## src/rtl/vector_nor_gate.sv

```systemverilog
// vector_nor_gate: element-wise NOR over a streamed vector, one registered result per A/B pair
module vector_nor_gate #(
    parameter int DATA_SIZE    = 64,
    parameter int CONTROL_SIZE = 64
) (
    input  logic                    CLK,
    input  logic                    RST,
    input  logic                    START,
    output logic                    READY,
    input  logic                    DATA_A_IN_ENABLE,
    input  logic                    DATA_B_IN_ENABLE,
    output logic                    DATA_ENABLE,
    output logic                    DATA_OUT_ENABLE,
    input  logic [CONTROL_SIZE-1:0] SIZE_IN,
    input  logic [DATA_SIZE-1:0]    DATA_A_IN,
    input  logic [DATA_SIZE-1:0]    DATA_B_IN,
    output logic [DATA_SIZE-1:0]    DATA_OUT
);
    typedef enum logic {STARTER_STATE, INPUT_STATE} state_t;
    state_t state, state_nxt;
    logic [CONTROL_SIZE-1:0] size_r, index_r;
    logic [DATA_SIZE-1:0] a_r, b_r, a_val, b_val;
    logic flag_a, flag_b, busy, pair, last, go, empty, ready_nxt, de_nxt;
    assign busy  = state == INPUT_STATE;
    assign go    = !busy && START;
    assign empty = SIZE_IN == '0;
    assign pair  = busy && (flag_a || DATA_A_IN_ENABLE) && (flag_b || DATA_B_IN_ENABLE);
    assign last  = index_r == size_r - CONTROL_SIZE'(1);
    assign a_val = DATA_A_IN_ENABLE ? DATA_A_IN : a_r;
    assign b_val = DATA_B_IN_ENABLE ? DATA_B_IN : b_r;
    // next state: leave idle on a non-empty start, return once the last pair completes
    always_comb
        state_nxt = busy ? ((pair && last) ? STARTER_STATE : INPUT_STATE)
                         : ((go && !empty) ? INPUT_STATE : STARTER_STATE);
    // pulse decisions for the following cycle
    always_comb begin
        ready_nxt = (go && empty) || (pair && last);
        de_nxt    = (go && !empty) || (pair && !last);
    end
    // state register
    always_ff @(posedge CLK or posedge RST)
        if (RST) state <= STARTER_STATE;
        else     state <= state_nxt;
    // operand capture, element index and registered outputs
    always_ff @(posedge CLK or posedge RST)
        if (RST) begin
            READY           <= 1'b0;
            DATA_ENABLE     <= 1'b0;
            DATA_OUT_ENABLE <= 1'b0;
            DATA_OUT        <= '0;
            size_r          <= '0;
            index_r         <= '0;
            a_r             <= '0;
            b_r             <= '0;
            flag_a          <= 1'b0;
            flag_b          <= 1'b0;
        end else begin
            READY           <= ready_nxt;
            DATA_ENABLE     <= de_nxt;
            DATA_OUT_ENABLE <= pair;
            if (pair) DATA_OUT <= ~(a_val | b_val);
            if (go) begin
                size_r  <= SIZE_IN;
                index_r <= '0;
            end else if (pair && !last) index_r <= index_r + CONTROL_SIZE'(1);
            if (busy && DATA_A_IN_ENABLE) a_r <= DATA_A_IN;
            if (busy && DATA_B_IN_ENABLE) b_r <= DATA_B_IN;
            flag_a <= busy && (flag_a || DATA_A_IN_ENABLE) && !pair;
            flag_b <= busy && (flag_b || DATA_B_IN_ENABLE) && !pair;
        end
endmodule
```

## config.mk

```make
export PLATFORM = sky130hd
export DESIGN_NAME = vector_nor_gate
export DESIGN_NICKNAME = d
export VERILOG_FILES = /design/src/rtl/vector_nor_gate.sv
export SDC_FILE = /design/constraint.sdc
export NUM_CORES = 1
export LEC_CHECK = 0
export ABC_AREA = 1
export CAP_MARGIN = 20
export CORE_MARGIN = 5
export CORE_UTILIZATION = 52
export DETAILED_ROUTE_END_ITERATION = 6
export PLACE_DENSITY_LB_ADDON = 0.2
export SLEW_MARGIN = 20
export SYNTH_ARGS = -nofsm -noshare
export SYNTH_HDL_FRONTEND = slang
export SYNTH_SLANG_ARGS = --single-unit
```

## constraint.sdc

```tcl
create_clock -name CLK -period 27.7 [get_ports CLK]
set_clock_uncertainty 0.1 [all_clocks]
set_input_delay 8.31 -clock CLK [delete_from_list [all_inputs] [get_ports CLK]]
set_output_delay 8.31 -clock CLK [all_outputs]
set_load 0.1 [all_outputs]
```

Word-level counts from Yosys, hierarchy flattened
Index checks and enable logic that the tools add are counted.

word-level totals
  output and inout bits = 67
  register bits = 326
  word-level logic and storage cells = 45
  input port bits = 197

operators by class
  equal/unequal tests = 1
  add/subtract/negate cells = 2
  bitwise operators = 2
  reduce and logical (&&, ||, !) cells = 22
  multiplexer cells = 7

operator list
  kind                                                 count
  2-to-1 mux 64 bit                                    4
  adder 64 x 1 -> 64 bit (second input constant)       1
  equality test 64 bit                                 1
  zero test 64 bit                                     1
  NOT 64 bit                                           1
  OR 64 bit                                            1
  subtractor 64 x 1 -> 64 bit (second input constant)  1
  logical AND 1 bit                                    12
  zero test 1 bit                                      4
  logical OR 1 bit                                     4
  2-to-1 mux 1 bit                                     3
  nonzero test 2 bit                                   1

Longest topological paths before layout
Gate-level depths: netlist of run 1.

  depth in word-level cells = 6
  mapped depth = 23
  mapped depth without buffers = 21

Least setup slack after synthesis of run 1
No wires, ideal clock.

  path kind = input to register
  from = input port DATA_A_IN_ENABLE
  to = register a_r[10]
  data arrival time = 9,586 ps
  buffers on the path = 3
  data required time = 27,475 ps
  setup slack = 17,889 ps
  setup time = 125 ps
  stages on the path = 5
  path through = clkbuf_1 -> nand2_1 -> clkbuf_1 -> clkbuf_1 -> mux2_2

on the way
  longest elaborated chain between the ends = 1

RTL lines
  item                  RTL line  text
  start, declared       10        input logic DATA_A_IN_ENABLE,
  logical AND 1 bit     66        if (busy && DATA_A_IN_ENABLE) a_r <= DATA_A_IN;
  end signal, assigned  53        a_r <= '0;
  end signal, assigned  66
  end, declared         22        logic [DATA_SIZE-1:0] a_r, b_r, a_val, b_val;

Every way passes these cells.
A chain may end at the register's enable or synchronous reset.

Worst setup path in the final report of run 1
  from = input port START
  to = register size_r[9]

on the way
  longest elaborated chain between the ends = 1

RTL lines
  item                  RTL line  text
  start, declared       8         input logic START,
  logical AND 1 bit     25        assign go = !busy && START;
  end signal, assigned  51        size_r <= '0;
  end signal, assigned  63        size_r <= SIZE_IN;
  end, declared         21        logic [CONTROL_SIZE-1:0] size_r, index_r;

Every way passes these cells.

==> reports/results.tsv, run 1 <==
stage	metric	value	unit
global_routing	total gr overflow	0	
logic_synthesis	syn nets	2725	
timing	Tcrit/Tclk final	0.404	
critical_path	Critical Path Sink	size_r[9]	
min_path	Hold Path Origin	flag_b	
critical_path	cell depth of the worst setup path	5	
cts	H-tree Lvls	2	
power	Internal	913	uW
global_routing	antenna violations before repair	4	
routing	DRT Pass-1 Iters	7	
routing	Routed Antenna Nets	0	
floorplanning	top-level I/O count	264	
critical_path	delay-heaviest family, CP	buffers and inverters	
floorplanning	Die X	202	um
critical_path	crit path from	START	
finish	fraction of layout cells with a size suffix above 1	0.0967	
floorplanning	core footprint	36400	um^2
power	sw frac	0.324	
critical_path	Crit-path slowest cell	buf_4	
routing	WL/cell	19.1	um
power	leakage power	10.8	nW
finish	Area growth syn-to-layout	21.8	%
cts	clock sinks	326	
critical_path	critical path arrival	11.52	ns
finish	most frequent cells in the layout	nand2_1, nor2_1, dfrtp_1	
power	PwrDens	58.1	nW/um^2
critical_path	Worst Path Max Fanout	86	
critical_path	worst reg2reg endpoint	index_r[21]	
global_routing	vias in the first global route	18400	
power	clock network power share	0.383	
finish	post-route design area	23300	um^2
finish	Layout Cells excl Fill	3230	
cts	clk root buf	clkbuf_16	
critical_path	Register-to-Register Path Depth	20	
timing	RSZ-0062 raised after global routing	false	
finish	most common cell after layout, fill and taps aside	nand2_1	
global_routing	largest net degree at the start of global routing	133	
critical_path	critical path required time	28.04	ns
critical_path	Setup CP Type	input pin to flop	
logic_synthesis	leading area contributor after synthesis	dfrtp_1	
logic_synthesis	top post-synthesis cells by area	dfrtp_1, nand2_1, nor2_1	
placed_design	Place WS	16.00	ns
critical_path	crit path cell chain	clkdlybuf4s50_1 > nand2_4 > buf_4 > buf_4 > mux2_2	
placed_design	routability cong.	1.02	
cts	Num CTS Buffers	37	
placed_design	Port Buffers	263	
timing	worst slew pin tran	1.14	ns
routing	vias per cell	5.56	
job	max-cap violations	0	
cts	hold buffers post-CTS	0	
logic_synthesis	#FFs+latches synth	326	
cts	CTS resizes	0	
global_routing	total global-route track usage	0.301	
timing	Final Max Slew Viols	0	
power	Switch Pwr	438	uW
cts	post-CTS setup buffer count	0	
routing	total wire length	61700	um
logic_synthesis	library cells used by synthesis	33	
critical_path	startpoint types	input pin	
power	Seq pwr share	0.400	
finish	layout filler cell count	3240	
logic_synthesis	Avg Cell Area, Syn	7.56	um^2
logic_synthesis	Cells after Synth	2526	
logic_synthesis	Yosys Warn Count	0	
timing	setup ws final	16.52	ns
timing	Period minus WS final	11.18	ns
global_routing	first-pass GRT wire length	98900	um
floorplanning	# rows	70	
routing	routed via count	18000	
logic_synthesis	mapped cell area	19100	um^2
power	power share of the combinational group	0.217	
critical_path	reg-to-reg startpoint	size_r[0]	
power	total power draw	1.35	mW
critical_path	Largest stage delay, worst path	0.76	ns
finish	Nets	2933	
timing	setup TNS	0	ns
placed_design	Final HPWL DP	45000	um
timing	Final Hold Fails	0	
logic_synthesis	sequential-to-total area share from yosys stat	0.427	
timing	slew margin rel.	0.238	
cts	maximum clock path buffer count	3	
logic_synthesis	area fraction of the dominant cell type after synthesis	0.427	
cts	clock slew at reported path FFs	0.06	ns
cts	clk_lat worst skew	0.56	ns
placed_design	dpl cell area	22000	um^2
floorplanning	chip height	202	um
critical_path	CP dominant cell by count	buf_4	
cts	CTS tree	built	
critical_path	reg2reg setup slack	23.45	ns
critical_path	WP buf/inv	3	
floorplanning	starting density of the core	0.524	
routing	drt drc	0	
critical_path	Setup crit end kind	flop	
power	Peak VDD IR	62.9	uV
routing	DRT iter0 DRCs	1332	
floorplanning	Die Area	40600	um^2
timing	Setup violations, final	0	
min_path	HP Class	flop to flop	
placed_design	Placed Cells	3163	
status	status	finished clean	
timing	fmax	0.0894	GHz
through the flow:
| step | hold WS [ns] | util |
|---|---|---|
| 2_1_floorplan | 0.309 | - |
| 3_3_place_gp | 0.320 | 0.603 |
| 3_5_place_dp | 0.333 | 0.603 |
| 4_1_cts | 0.343 | 0.638 |
| 5_1_grt | 0.369 | 0.638 |
| 6_report | 0.341 | 0.638 |
how the worst min path moves through the flow:
| stage | endpoint | depth (start not counted) |
|---|---|---|
| after CTS | flag_a | 1 |
| after global placement | flag_a | 1 |
| after detailed placement | flag_a | 1 |
| final | flag_a | 1 |
| after global routing | flag_a | 1 |
| after floorplan | flag_a | 1 |
synth_stat cells:
cell	n
inv_2	4
nor4_1	19
nand3b_1	15
o211ai_1	1
nand2_1	686
nor3_1	14
o21bai_1	2
xor2_1	75
o21ai_0	81
nand2_2	7
nand4_1	114
nor2_4	5
dfrtp_1	326
a21oi_1	30
o22ai_1	42
buf_6	7
and3_1	1
nand3_2	3
buf_1	13
inv_1	174
nor2_1	464
mux2_2	147
and2_1	2
nand3_1	155
clkinv_1	2
o21ai_1	6
nor3b_1	1
xnor2_1	24
nor2_2	14
ha_1	2
clkbuf_1	83
buf_2	6
nor2_8	1
worst reg2reg max path: cells and delay by family (launching register included):
family	cells	cell delay [ns]
buffers and inverters	3	0.70
DFF	1	0.40
adders and majority gates	1	0.28
and+or+nand+nor	16	2.66
final cells by class:
| cell class | count | area, um^2 | area share |
|---|---|---|---|
| clock buffer | 54 | 1110 | 0.0478 |
| antenna | 1 | 2.50 | 0.000108 |
| tap | 468 | 586 | 0.0252 |
| timing repair buffer | 278 | 2740 | 0.118 |
| clock inverter | 12 | 164 | 0.00705 |
| sequential | 326 | 8160 | 0.351 |
| multi-input combinational | 1911 | 9820 | 0.422 |
| inverter | 180 | 684 | 0.0294 |
state kept, by name (all words and copies together), names as in the netlist:
register and count:
size_r 64, a_r 64, DATA_OUT 64, busy 1
flag_b 1, DATA_OUT_ENABLE 1, DATA_ENABLE 1, READY 1
index_r 64, flag_a 1, b_r 64
power by group through the flow:
stage               sequential [mW]  clock, mW  combinational, mW
finish                        0.540      0.517              0.294
global route                  0.545      0.547              0.311
CTS                           0.540      0.527              0.295
detailed placement            0.548          0              0.294
global placement              0.546          0              0.289
floorplan                     0.659          0             0.0866
logic make-up after synthesis:
kind of cell,synth area share
compound gates,0.0456
xor+xnor,0.0454
fa+ha+maj,0.00131
buf+inv,0.0600
flops,0.427
mux,0.0867
simple gates,0.334
layer usage:
layer / vias to the layer above / part of all wire / GRT usage
li1: 8647 / - / -
met3: 131 / 0.081 / 0.0786
met5: - / 0.00078 / 0
met4: 8 / 0.035 / 0.107
met1: 8610 / 0.41 / 0.385
met2: 569 / 0.47 / 0.496
Power figures use the tool's default switching activity.
==> inputs of run 2 (changes only) <==
==> constraint.sdc (replaced) <==
create_clock -name CLK -period 10.4 [get_ports CLK]
set_clock_uncertainty 0.1 [all_clocks]
set_input_delay 3.12 -clock CLK [delete_from_list [all_inputs] [get_ports CLK]]
set_output_delay 3.12 -clock CLK [all_outputs]
set_load 0.1 [all_outputs]
==> reports/results.tsv, run 2 (synthesis results as in run 1) <==
stage	metric	value	unit	change
status	status	finished clean		
critical_path	critical path arrival	2.22	ns	-9.30 ns
global_routing	GR peak layer	met2		
placed_design	Placed Cells	3163		unchanged
critical_path	critical path required time	7.18	ns	-20.86 ns
critical_path	Worst Path Max Fanout	1		-99%
finish	Area growth syn-to-layout	21.9	%	about the same
timing	Final Hold Fails	0		unchanged
routing	total wire length	62100	um	+0.71%
cts	hold buffers post-CTS	0		unchanged
finish	Nets	2935		+0.068%
critical_path	WP buf/inv	1		-2
finish	post-route design area	23300	um^2	about the same
global_routing	largest net degree at the start of global routing	146		+9.8%
critical_path	crit path cell chain	clkdlybuf4s50_1		
placed_design	dpl cell area	22000	um^2	about the same
power	total power draw	3.60	mW	+170%
routing	DRT Pass-1 Iters	6		-1
finish	Layout Cells excl Fill	3231		+0.031%
finish	layout filler cell count	3240		unchanged
timing	slew margin rel.	0.241		+0.00239
power	Switch Pwr	1.17	mW	+170%
cts	clk root buf	clkbuf_16		
cts	CTS resizes	0		unchanged
finish	Multi-input gate area	9820	um^2	about the same
power	sw frac	0.324		-0.000430
finish	most frequent cells in the layout	nand2_1, nor2_1, dfrtp_1		
critical_path	startpoint types	flop		
power	clock network power share	0.382		about the same
cts	clock slew at reported path FFs	0.06	ns	about the same
cts	CTS tree	built		
critical_path	Setup crit end kind	output pin		
global_routing	vias in the first global route	18300		-0.69%
floorplanning	starting density of the core	0.524		unchanged
finish	fraction of layout cells with a size suffix above 1	0.0959		-0.000794
floorplanning	Die Area	40600	um^2	unchanged
power	Seq pwr share	0.399		about the same
finish	most common cell after layout, fill and taps aside	nand2_1		
routing	drt drc	0		unchanged
finish	ant diodes	0		-1
floorplanning	Die X	202	um	unchanged
global_routing	met2 global-route usage	0.511		+0.0152
timing	setup TNS	0	ns	unchanged
critical_path	Setup CP Type	flop to output pin		
global_routing	M1 GR Usage	0.380		-0.00494
cts	post-CTS setup buffer count	0		unchanged
cts	H-tree Lvls	2		unchanged
routing	DRT iter0 DRCs	1368		+2.7%
placed_design	routability cong.	0.997		-2.2%
routing	routed via count	17900		-0.12%
timing	Period minus WS final	5.44	ns	
power	leakage power	10.8	nW	about the same
finish	Core Util, Final	0.639		about the same
finish	FF+latch area	8160	um^2	unchanged
cts	maximum clock path buffer count	3		unchanged
critical_path	Crit-path slowest cell	clkdlybuf4s50_1		
routing	WL/cell	19.2	um	+0.68%
timing	Final Max Slew Viols	0		unchanged
routing	vias per cell	5.55		-0.15%
global_routing	antenna violations before repair	3		-1
cts	Num CTS Buffers	38		+2.7%
global_routing	first-pass GRT wire length	99300	um	+0.44%
global_routing	met3 GRT Util	0.0817		+0.00306
timing	Tcrit/Tclk final	0.523		
floorplanning	chip height	202	um	unchanged
floorplanning	# rows	70		unchanged
power	PwrDens	155	nW/um^2	+170%
timing	Setup violations, final	0		unchanged
power	Peak VDD IR	146	uV	+130%
floorplanning	top-level I/O count	264		unchanged
power	Internal	2.43	mW	+170%
power	power share of the combinational group	0.218		about the same
timing	RSZ-0062 raised after global routing	false		
floorplanning	core footprint	36400	um^2	unchanged
min_path	HP Class	flop to flop		
placed_design	Final HPWL DP	45200	um	+0.59%
critical_path	delay-heaviest family, CP	buffers and inverters		
cts	clock sinks	326		unchanged
timing	worst slew pin tran	1.14	ns	-0.00358 ns
placed_design	Port Buffers	263		unchanged
job	max-cap violations	0		unchanged
routing	Routed Antenna Nets	0		unchanged
global_routing	total global-route track usage	0.303		+0.00206
global_routing	total gr overflow	0		unchanged
cts	clk_lat worst skew	0.56	ns	about the same
critical_path	Largest stage delay, worst path	1.26	ns	+0.50 ns
timing	fmax	0.184	GHz	
==> run 2: path summary, 6_finish.rpt <==
check / startpoint / to / slack (ns) / cells after the start
max in group asynchronous: RST / DATA_OUT[28] / 5.79 / 3
min reg2reg: flag_b / flag_a / 0.35 / 1
min: flag_b / flag_a / 0.35 / 1
max: READY / READY / 4.96 / 1
min in group asynchronous: RST / index_r[22] / 2.97 / 2
max reg2reg: size_r[0] / index_r[60] / 6.15 / 20
==> run 2: metrics by stage <==
step	hold WS (ns)	setup WS, ns
2_1_floorplan	0.309	2.83
3_3_place_gp	0.324	4.56
3_5_place_dp	0.335	4.51
4_1_cts	0.348	4.93
5_1_grt	0.362	4.89
6_report	0.349	4.96
==> run 2: cell type report <==
class	instances	area share
clock buffer	54	0.0460
tap	468	0.0252
sequential	326	0.350
clock inverter	13	0.00849
timing repair buffer	279	0.119
multi-input combinational	1911	0.422
inverter	180	0.0292
==> run 2: power by group through the flow <==
| stage | combinational [mW] | sequential (mW) | clock, mW |
|---|---|---|---|
| 2_1_floorplan | 0.231 | 1.75 | 0 |
| 3_3_place_gp | 0.773 | 1.45 | 0 |
| 3_5_place_dp | 0.786 | 1.46 | 0 |
| 4_1_cts | 0.789 | 1.44 | 1.40 |
| 5_1_grt | 0.833 | 1.45 | 1.46 |
| 6_report | 0.786 | 1.44 | 1.38 |
==> run 2: metal layers <==
metal	routed length, um	share of wire	up-vias
met5	27	0.00043	-
met4	1880	0.030	4
met3	5260	0.085	104
met2	30100	0.48	630
met1	24900	0.40	8555
li1	-	-	8651
==> patch 1, RTL diff (settings of run 2) <==
Set the parameter `DATA_SIZE` to 32 (it was 64).
--- a/src/rtl/vector_nor_gate.sv
+++ b/src/rtl/vector_nor_gate.sv
@@ -2,3 +2,3 @@
 module vector_nor_gate #(
-    parameter int DATA_SIZE    = 64,
+    parameter int DATA_SIZE    = 32,
     parameter int CONTROL_SIZE = 64
Interface: changed (resized DATA_A_IN, DATA_B_IN and DATA_OUT); port bits go from 264 to 168. The function was not compared with the original's and may differ.
==> patch 1 against run 2 <==
  * Power fell by 5.2%
  * Worst setup slack worse by 0.066 ns
  * Clock power down 25%
  * Cell area is 23% lower
  * Sequential cell count down 96
  * Routed wire length is 18% lower
  * Synthesized area shrank 22%
  * Combinational power grew 44%
  * Critical endpoint is now busy
==> patch 1: results (changes against run 2) <==
Status
  – Status: complete, no violations

Layout
  – Final #Nets: 2412 (-18%)
  – Largest regs: index_r: 64 flops, size_r: 64 flops
  – Layout cells sized above 1: 0.06745 (-0.02846)
  – Filler cells: 2696 (-17%)

Power and ir drop
  – Max VDD drop: 147.2 uV (+0.99%)
  – Lkg Pwr: 0.008290 uW (-23%)

Global routing
  – Met1 usage: 0.4418 (+0.06201)
  – Vias in the first global route: 14430 (-21%)
  – Initial antenna violation count: 1 (-2)
  – First-pass GRT wire length: 80180 um (-19%)
  – Met2 Use GR: 0.4754 (-0.03601)
  – Grt met3 use: 0.05113 (-0.03058)
  – Largest net degree at the start of global routing: 96 (-34%)
  – Tot GR Track Use: 0.3075 (+0.004666)

Hold path
  – HP Class: reg2reg

Routing
  – DR vias: 15040 (-16%)
  – Routed len/inst: 19.06 um (-0.86%)
  – TritonRoute pass-1 iters: 6 (unchanged)
  – 1st-iter DRT viols: 1431 (+4.6%)

Clocking
  – CTS H-Tree Depth: 1 (-1)
  – Resize count post-CTS: 0 (unchanged)
  – Root Buffer: clkbuf_16
  – TritonCTS buffer count: 27 (-29%)
  – Max clock buf depth: 3 (unchanged)
  – Setup Buffers After CTS: 0 (unchanged)
  – Reg clk slew, reported paths: 0.06 ns (about the same)
  – Clock latency on the worst-skew pair: 0.54 ns (-0.02 ns)

Place
  – GPL Wtd Cong: 0.9751 (-2.2%)
  – Port-buffer cells: 167 (-37%)
  – DP HPWL: 38620 um (-15%)

Yosys
  – Top cells by count, synth: nand2_1, nor2_1, dfrtp_1, inv_1, nand3_1
  – Sequential share of the synthesized area: 0.3854 (-0.04187)
  – Yosys cell types: 34 (+3.0%)
  – Yosys warning count: 0 (unchanged)
  – Ys async rst share: 1.000 (unchanged)
  – Post-synth net total: 2287 (-16%)
  – Top post-synthesis cells by area: dfrtp_1, nand2_1, nor2_1, nand3_1, mux2_2

STA
  – Max Fclk: 181.8 MHz (-1.2%)
  – Slew margin rel.: 0.3026 (+0.06192)

Worst setup path
  – Worst EP arrival: 5.83 ns (+3.61 ns)
  – Crit-path max FO: 39 (+38)
## patch 1: changes by cell type after synthesis, moves of 6 or more
cell / change
nor2_1: -107
dfrtp_1: -96
mux2_2: -85
a21oi_1: -30
clkbuf_1: -19
nand4_1: -19
o22ai_1: -17
nand3_1: +14
nand2_1: -13
nor2_2: -6
## patch 1: metrics by stage
stage                       util  hold slack (ns)  worst slack [ns]  cell area (um2)  std cells
after floorplan                -           0.3093            0.8754            14930       2152
after global placement    0.5893           0.3180             4.430            16820       2631
after detailed placement  0.5898           0.3382             4.415            16840       2632
after CTS                 0.6239           0.3380             4.939            17810       2682
after global routing      0.6241           0.3576             4.655            17820       2683
final                     0.6242           0.3400             4.898            17820       2684
## patch 1: final timing paths
kind	from	endpoint	slack, ns	depth (start not counted)
setup reg to reg	size_r[0]	busy	6.38	20
min in group asynchronous	RST	DATA_OUT[26]	2.94	2
max in group asynchronous	RST	index_r[43]	5.94	3
hold / removal	flag_b	flag_a	0.34	1
setup / recovery	DATA_A_IN_ENABLE	busy	4.90	8
hold reg to reg	flag_b	flag_a	0.34	1
## patch 1: logic make-up (layout without fill, tap and decap cells)
group / count (synthesis) / count (layout) / synth area share
adders and majority gates: 2 / 2 / 0.001675
and+or+nand+nor: 1379 / 1379 / 0.3950
other: 0 / 2 / 0
DFF: 230 / 230 / 0.3854
xor gates and xnor gates: 99 / 99 / 0.05806
buffers and inverters: 267 / 413 / 0.07222
AOI/OAI and AO/OA: 113 / 113 / 0.04089
muxes: 62 / 62 / 0.04675
## patch 1: metal layers
metal,wire length (um),part of all wire
met1,22500,0.44
met2,22500,0.44
met3,4170,0.082
met5,0,0
met4,1981,0.039
## patch 1: cell type report
class | count | area, um2 | share of cell area
Timing Repair Buffer | 182 | 1795 | 0.1008
Inverter | 181 | 686.9 | 0.03855
Clock inverter | 14 | 212.7 | 0.01194
Sequential cell | 230 | 5756 | 0.3230
Clock buffer | 36 | 759.5 | 0.04262
Tap cell | 384 | 480.5 | 0.02696
Antenna cell | 2 | 5.005 | 0.0002809
Multi-Input combinational cell | 1655 | 8124 | 0.4559
## patch 1: critical path, stage by stage
cell	delay, ns
clkdlybuf4s50_1	0.45
buf_4	0.38
o21ai_0	0.27
nor2_4	0.15
clkinv_1	0.63
buf_4	0.53
o21ai_0	0.20
nand2_1	0.07
## patch 1: report_power, final
group / switching (uW) / leakage, uW / internal, uW / total [uW]
clock network: 395 / 0.000477 / 638 / 1030
registers: 196 / 0.00293 / 1050 / 1250
logic: 769 / 0.00488 / 363 / 1130
==> patch 2, RTL diff (config.mk and constraints of run 2) <==
Made on the original files. Make the reset (`RST`) synchronous in 2 clocked blocks.
--- a/src/rtl/vector_nor_gate.sv
+++ b/src/rtl/vector_nor_gate.sv
@@ -40,3 +40,3 @@
     // state register
-    always_ff @(posedge CLK or posedge RST)
+    always_ff @(posedge CLK)
         if (RST) state <= STARTER_STATE;
@@ -44,3 +44,3 @@
     // operand capture, element index and registered outputs
-    always_ff @(posedge CLK or posedge RST)
+    always_ff @(posedge CLK)
         if (RST) begin
Function: differs if RST is asserted again (counterexample within 4 cycles, from zero or initial values and one cycle with RST high); with RST held inactive, the same outputs for 4 cycles.
==> patch 2 against run 2 <==
  * Cell area shrank 5.0%
  * Power down 7.7%
  * Die area down 5.0%
  * Sequential cell count did not move
  * Hold slack better by 0.0068 ns
  * Routed wire length increased by 10%
  * Worst setup slack worse by 0.058 ns
  * Sequential power is 6% lower
  * Synthesized area down 5.3%
  * Highest routed layer unchanged
==> patch 2: results (changes against run 2) <==
Place
  – GPL Wtd Cong: 0.9934 (-0.36%)
  – DP Worst Slack: 4.429 ns (-0.07932 ns)
  – Post-DP Area: 20820 um2 (-5.3%)
  – DP HPWL: 51170 um (+13%)

Global routing
  – Met1 usage: 0.4095 (+0.02967)
  – Met2 Use GR: 0.5807 (+0.06928)
  – Largest net degree at the start of global routing: 107 (-27%)
  – Vias in the first global route: 19250 (+5.2%)
  – First-pass GRT wire length: 105100 um (+5.8%)
  – Tot GR Track Use: 0.3426 (+0.03975)
  – Initial antenna violation count: 9 (+6)

Yosys
  – Post-synth net total: 3001 (+10%)
  – Ys async rst share: 0 (-1.000)
  – Sequential share of the synthesized area: 0.3609 (-0.06634)
  – Top cells by count, synth: nand2_1, nor2_1, dfxtp_1, o21ai_0, inv_1
  – Synth Flop Type: dfxtp_1
  – Yosys cell types: 40 (+21%)

STA
  – Fin crit share: 0.5283 (+0.005611)
  – Slew margin rel.: 0.2618 (+0.02114)

Worst setup path
  – Worst EP arrival: 5.79 ns (+3.57 ns)
  – Crit-path max FO: 72 (+71)

Layout
  – Layout cells sized above 1: 0.04100 (-0.05491)
  – Filler cells: 3162 (-2.4%)
  – Finished Core Util: 0.6416 (+0.002741)
  – Final #Nets: 3175 (+8.2%)

Hold path
  – Hold Path Cell Cnt: 2 (+1)

Power and ir drop
  – Lkg Pwr: 0.008524 uW (-21%)
  – Max VDD drop: 120.0 uV (-18%)

Routing
  – 1st-iter DRT viols: 1456 (+6.4%)

Status
  – Status: complete, no violations

Clocking
  – TritonCTS buffer count: 36 (-5.3%)
-- patch 2: changes by cell type in the layout (fill, tap and decap cells not counted), moves of 48 or more --
cell / before / now
dfrtp_1: 326 / 0
dfxtp_1: 0 / 326
nand4_1: 114 / 35
o21ai_0: 81 / 234
o2111ai_1: 0 / 52
a21oi_1: 30 / 189
nor2_1: 463 / 402
mux2_2: 147 / 0
inv_1: 171 / 219
-- patch 2: per-layer routing --
metal  vias up  wire length, um
met1      9178            25920
met2       904            32710
met4        10             4113
li1       9526                -
met3       206             5577
met5         -               69
-- patch 2: power breakdown --
part           internal [uW]  switching [uW]
Combinational            205             388
Clock                    830             543
Sequential              1310            48.4
Total                   2340             979
-- patch 2: cell families after synthesis --
group | Yosys count | synth area share
adders and majority gates | 2 | 0.001384
xor gates and xnor gates | 121 | 0.05861
DFF | 326 | 0.3609
AOI/OAI and AO/OA | 502 | 0.1529
buffers and inverters | 366 | 0.07903
and+or+nand+nor | 1485 | 0.3471
-- patch 2: final cells by class --
cell class | instances | share of cell area
Timing Repair Buffer | 278 | 0.1236
Sequential cell | 326 | 0.2952
Antenna cell | 5 | 0.0005659
Inverter | 224 | 0.03820
Clock inverter | 7 | 0.006338
Tap cell | 455 | 0.02575
Clock buffer | 55 | 0.05127
Multi-Input combinational cell | 2110 | 0.4591
-- patch 2: final timing paths --
check,start,end
min reg2reg,b_r[18],b_r[18]
max reg2reg,size_r[0],index_r[42]
max,DATA_B_IN_ENABLE,DATA_OUT[5]
min,b_r[18],b_r[18]
-- patch 2: per-stage QoR --
step / hold WS, ns / cells
floorplan: 0.3292 / 2802
global placement: 0.3381 / 3393
detailed placement: 0.3477 / 3393
CTS: 0.3582 / 3455
global route: 0.3750 / 3458
finish: 0.3562 / 3460
-- patch 2: worst max-delay path, cell delays in order --
cell     delay (ns)
buf_2          0.21
nor2_1         0.14
inv_1          0.06
nand2_1        0.12
nor2_4         0.03
buf_4          0.35
inv_2          0.11
buf_4          0.60
nor2_1         0.11
inv_1          0.09
buf_4          0.52
o21ai_0        0.22
